==> src/rtl/hazard_ctrl.sv <==
// Pipeline hazard controller: per-stage stall/flush strobes for load-use, taken branches
// and data-memory wait states, plus saturating stall/flush event counters.
module hazard_ctrl #(
    parameter int unsigned MEM_TIMEOUT = 15,
    parameter int unsigned CNT_W       = 16
) (
    input  logic             Clk,
    input  logic             Clrn,
    input  logic [4:0]       ID_Rs,
    input  logic [4:0]       ID_Rt,
    input  logic             ID_UsesRt,
    input  logic             EX_MemRead,
    input  logic [4:0]       EX_Rd,
    input  logic             MEM_PCSrc,
    input  logic             dmem_req,
    input  logic             dmem_ready,
    output logic             pc_stall,
    output logic             if_id_stall,
    output logic             if_id_flush,
    output logic             id_ex_stall,
    output logic             id_ex_flush,
    output logic             ex_mem_stall,
    output logic             ex_mem_flush,
    output logic             mem_wb_flush,
    output logic             mem_err,
    output logic [CNT_W-1:0] stall_cnt,
    output logic [CNT_W-1:0] flush_cnt
);

    localparam int unsigned      WaitW   = $clog2(MEM_TIMEOUT + 1);
    localparam logic [WaitW-1:0] WaitMax = WaitW'(MEM_TIMEOUT);

    typedef enum logic [1:0] {StRun, StMemWait, StError} state_e;

    state_e           state_q, state_d;
    logic [WaitW-1:0] wait_q, wait_d;
    logic             err_q, err_d;
    logic [CNT_W-1:0] stall_cnt_q, flush_cnt_q;

    logic load_use, mem_busy;
    logic freeze, do_flush, do_lu;

    assign load_use = EX_MemRead && (EX_Rd != 5'd0) &&
                      ((EX_Rd == ID_Rs) || (ID_UsesRt && (EX_Rd == ID_Rt)));
    assign mem_busy = dmem_req && !dmem_ready;

    always_comb begin
        state_d  = state_q;
        wait_d   = wait_q;
        err_d    = err_q;
        freeze   = 1'b0;
        do_flush = 1'b0;
        do_lu    = 1'b0;
        unique case (state_q)
            StRun: begin
                if (mem_busy) begin
                    freeze  = 1'b1;
                    state_d = StMemWait;
                    wait_d  = WaitW'(1);
                end else if (MEM_PCSrc) begin
                    do_flush = 1'b1;
                end else if (load_use) begin
                    do_lu = 1'b1;
                end
            end
            StMemWait: begin
                if (!dmem_ready) begin
                    freeze = 1'b1;
                    if (wait_q < WaitMax) begin
                        wait_d = wait_q + 1'b1;
                    end else begin
                        err_d   = 1'b1;
                        state_d = StError;
                    end
                end else begin
                    // Access completes: stages advance, normal hazard rules apply.
                    state_d = StRun;
                    wait_d  = '0;
                    if (MEM_PCSrc) begin
                        do_flush = 1'b1;
                    end else if (load_use) begin
                        do_lu = 1'b1;
                    end
                end
            end
            StError: begin
                freeze = 1'b1;
                err_d  = 1'b1;
            end
            default: begin
                state_d = StRun;
                wait_d  = '0;
            end
        endcase
    end

    // All strobes are forced low while reset is held.
    always_comb begin
        pc_stall     = Clrn && (freeze || do_lu);
        if_id_stall  = Clrn && (freeze || do_lu);
        if_id_flush  = Clrn && do_flush;
        id_ex_stall  = Clrn && freeze;
        id_ex_flush  = Clrn && (do_flush || do_lu);
        ex_mem_stall = Clrn && freeze;
        ex_mem_flush = Clrn && do_flush;
        mem_wb_flush = Clrn && freeze;
    end

    always_ff @(posedge Clk or negedge Clrn) begin
        if (!Clrn) begin
            state_q     <= StRun;
            wait_q      <= '0;
            err_q       <= 1'b0;
            stall_cnt_q <= '0;
            flush_cnt_q <= '0;
        end else begin
            state_q <= state_d;
            wait_q  <= wait_d;
            err_q   <= err_d;
            if (pc_stall && (stall_cnt_q != '1)) begin
                stall_cnt_q <= stall_cnt_q + 1'b1;
            end
            if (do_flush && (flush_cnt_q != '1)) begin
                flush_cnt_q <= flush_cnt_q + 1'b1;
            end
        end
    end

    assign mem_err   = err_q;
    assign stall_cnt = stall_cnt_q;
    assign flush_cnt = flush_cnt_q;

endmodule

==> config.mk <==
export PLATFORM = sky130hd
export DESIGN_NAME = hazard_ctrl
export DESIGN_NICKNAME = d
export VERILOG_FILES = /design/src/rtl/hazard_ctrl.sv
export SDC_FILE = /design/constraint.sdc
export NUM_CORES = 1
export LEC_CHECK = 0
export BUFFER_PORTS_ARGS = -buffer_cell sky130_fd_sc_hd__buf_2
export CAP_MARGIN = 10
export CELL_PAD_IN_SITES_DETAIL_PLACEMENT = 1
export CELL_PAD_IN_SITES_GLOBAL_PLACEMENT = 1
export CORE_UTILIZATION = 38
export CTS_CLUSTER_SIZE = 16
export DETAILED_ROUTE_END_ITERATION = 7
export GPL_ROUTABILITY_DRIVEN = 0
export GPL_TIMING_DRIVEN = 0
export PLACE_DENSITY = 0.86
export SETUP_SLACK_MARGIN = 0.5
export SYNTH_ARGS = -nofsm -noshare
export SYNTH_HDL_FRONTEND = slang
export SYNTH_SLANG_ARGS = --single-unit
==> constraint.sdc <==
create_clock -name Clk -period 2.5 [get_ports Clk]
set_input_delay 0 -clock Clk [delete_from_list [all_inputs] [get_ports Clk]]
set_output_delay 0 -clock Clk [all_outputs]
set_load 0.01 [all_outputs]
==> results.py <==
metrics = {
    "critical_path": {
        "worst-path-buf-inv": 1,
        "required_ps": 2710,
        "crit_chain": "ha_2, nand2_2, nor4_2, or4_1, clkbuf_4, nor3_4, xor2_1",
        "crit_family": "simple AND/OR/NAND/NOR gates",
        "cp-start-kind": "register",
        "r2r_cells": 7,
        "r2r_slack_ps": 590,
        "arrival_ps": 2120,
        "r2r_end": "flush_cnt[13]",
        "crit_fanout": 5,
        "path_depth": 7,
        "critPathSlowestCell": "or4_1",
        "cp_slowest_stage_delay_ps": 530,
        "crit_type": "register to register",
        "r2r-start": "flush_cnt[0]",
        "crit_path_end_kind": "register",
    },
    "min_path": {
        "hold_path.startpoint": "dmem_req",
        "min_path_type": "primary input to register",
        "worstHoldEndpoint": "state_q[0]",
        "holdPathStages": 3,
    },
    "floorplanning": {
        "ios": 63,
        "coreArea_um2": 5172,
        "rows": 26,
        "dieArea_um2": 5728,
        "dieHeight_um": 75.69,
        "die-width_um": 75.69,
        "start_util_pct": 39.89,
    },
    "flow_run": {
        "drv_cap": 0,
    },
    "cells_and_area": {
        "n_fill_cell": 611,
        "nets": 303,
        "n_antenna_cell": 0,
        "syn2layout_area_growth_pct": 29.53,
        "drive_gt1_share_pct": 34.41,
    },
    "routing": {
        "ant_nets": 0,
        "vias": 1813,
        "highest_layer": "met4",
        "routed_wirelength_um": 5412,
        "m1WireLength_um": 2306,
        "route.detailed.wl_per_inst_um": 15.51,
        "met2_length_um": 2739,
        "firstDrtPassIters": 4,
        "wl_met3_um": 289,
        "drtIter0Drc": 62,
        "drc": 0,
        "via_per_inst": 5.195,
    },
    "timing": {
        "period_needed_ps": 1909,
        "tightest_slew_ps": 579.5,
        "fmax_ghz": 0.5240,
        "min_period_over_period_pct": 76.34,
        "setup_violations": 0,
        "slew_headroom_pct": 61.37,
        "tns_ps": 0,
        "whs_ps": 69.46,
        "rsz0062_at_grt": "no",
        "slew_violations": 0,
        "hold_viol": 0,
        "fin_skew_ps": 7.291,
    },
    "synthesis": {
        "synth.area.top_cells": "dfrtp_1 47%, xnor2_1 8.5%, xor2_1 7.6%, nand4_1 3.3%, nand3_1 3.2%",
        "synth_commonest_cells": "39 x dfrtp_1, 20 x xnor2_1, 18 x xor2_1",
        "synth-edff-count": 0,
        "ys_ff_latch": 39,
        "synth.most_common_cell": "dfrtp_1",
        "ys_seq_area_share_pct": 47.30,
        "syn_inst": 203,
        "syn_area_um2": 2063,
        "yosysWarnings": 0,
        "synth_top_area_cell": "dfrtp_1",
        "postSynth.asyncResetShare_pct": 100.0,
        "syn_nets": 228,
        "yosysTopAreaCellShare_pct": 47.30,
        "ys.flop_type": "dfrtp_1",
        "ys_types": 37,
        "syn_area_per_cell_um2": 10.16,
    },
    "placement": {
        "dp_hpwl_um": 3836,
        "io_buffers": 62,
    },
    "power": {
        "peakVddDrop_uv": 466.9,
        "leakagePower_uw": 0.001342,
        "powerDensity_nw_per_um2": 642.0,
    },
    "clock_network": {
        "h-tree-depth": 2,
        "cts_buffer_depth": 2,
        "clkSlewWorstSetupHoldPaths_ps": 70,
        "clk-insertion-delay-late_ps": 290,
        "cts_sinks": 39,
        "cts-root-buf": "clkbuf_8",
        "tritoncts": "done",
        "cts_buffers": 5,
    },
    "global_routing": {
        "grt_first_pass_wirelength_um": 8659,
        "grt_antenna_before_repair": 0,
        "grt_max_degree": 40,
        "grt_pass1_vias": 1771,
        "gr-usage-all-layers_pct": 20.31,
        "grt-ovfl-total": 0,
    },
    "outcome": {
        "status": "completed",
    },
}
## state kept, by name (all words and copies together) (netlist names)
| name | cells |
|---|---|
| wait_q | 4 |
| mem_err | 1 |
| flush_cnt | 16 |
| state_q | 2 |
| stall_cnt | 16 |
## where the power goes
| group | leakage (uW) | internal [uW] | switching (uW) |
|---|---|---|---|
| sequential | 0.000511 | 727 | 129 |
| combinational | 0.000783 | 215 | 231 |
| clock | 0.0000477 | 191 | 222 |
## worst max path at each step
stage | start | to | slack, ps
after CTS | flush_cnt[0] | flush_cnt[15] | 520
after floorplan | flush_cnt[0] | flush_cnt[13] | 660
final | flush_cnt[0] | flush_cnt[13] | 590
after global placement | Clrn | stall_cnt[1] | 220
after detailed placement | Clrn | stall_cnt[1] | 180
after global routing | flush_cnt[0] | flush_cnt[13] | 470
## worst min-delay path: cells and delay by family
family	cells	cell delay (ps)
buffers and inverters	1	130
and+or+nand+nor	1	110
AOI/OAI and AO/OA	1	80
## metal layers
layer	up-vias	global-route usage, %
met5	-	0
met4	0	6.173
met3	7	5.026
met2	49	34.03
met1	898	25.98
li1	859	-
## final cells by class
cell class | count | area [um2] | share of cell area, %
clock inverters | 3 | 15.01 | 0.5618
multi-input cells | 149 | 1064 | 39.79
flip-flops and latches | 39 | 975.9 | 36.52
clock buffers | 5 | 68.82 | 2.575
inverters | 7 | 26.28 | 0.9831
repair buffers | 68 | 375.4 | 14.04
well taps | 70 | 87.58 | 3.277
plain buffers | 8 | 60.06 | 2.247
## repair_timing
item                                    CTS  global route
resized for setup                         8            13
cloned                                    0             0
hold endpoints to repair                 41             0
endpoints found under the setup margin   18            13
pin swaps                                 1             3
hold buffers                              3             0
setup buffers                             2             1
## kinds of logic (layout without fill, tap and decap cells)
kind of cell    after synthesis  after routing  synth area share [%]
xor+xnor                     38             38                 16.13
fa+ha+maj                     3              3                 1.819
mux                           5              5                 2.668
compound gates               18             18                 6.793
buf+inv                      15             91                 3.821
simple gates                 85             85                 21.47
flops                        39             39                 47.30
## stage by stage
step                      std cells  power [uW]  setup WS [ps]  utilization, %  instance area (um2)
final                           349        1716          591.5           51.67                 2673
after global routing            349        1824          473.9           51.67                 2673
after CTS                       348        1716          519.4           50.73                 2624
after detailed placement        335        1283          180.0           47.58                 2461
after global placement          335        1249          223.6           47.58                 2461
after floorplan                 203        1082          656.8               -                 2063
## layout by cell type (no fill, tap or decap), types with 5 or more instances in the layout
cell	count
buf_2	61
dfrtp_1	39
xnor2_1	19
xor2_1	18
nand2_1	15
nor2_1	14
nand3_1	13
nand4_1	11
and3_1	8
buf_4	8
inv_1	6
a21oi_1	5
clkbuf_8	5
Note: power is estimated with default switching activity, not from simulation.
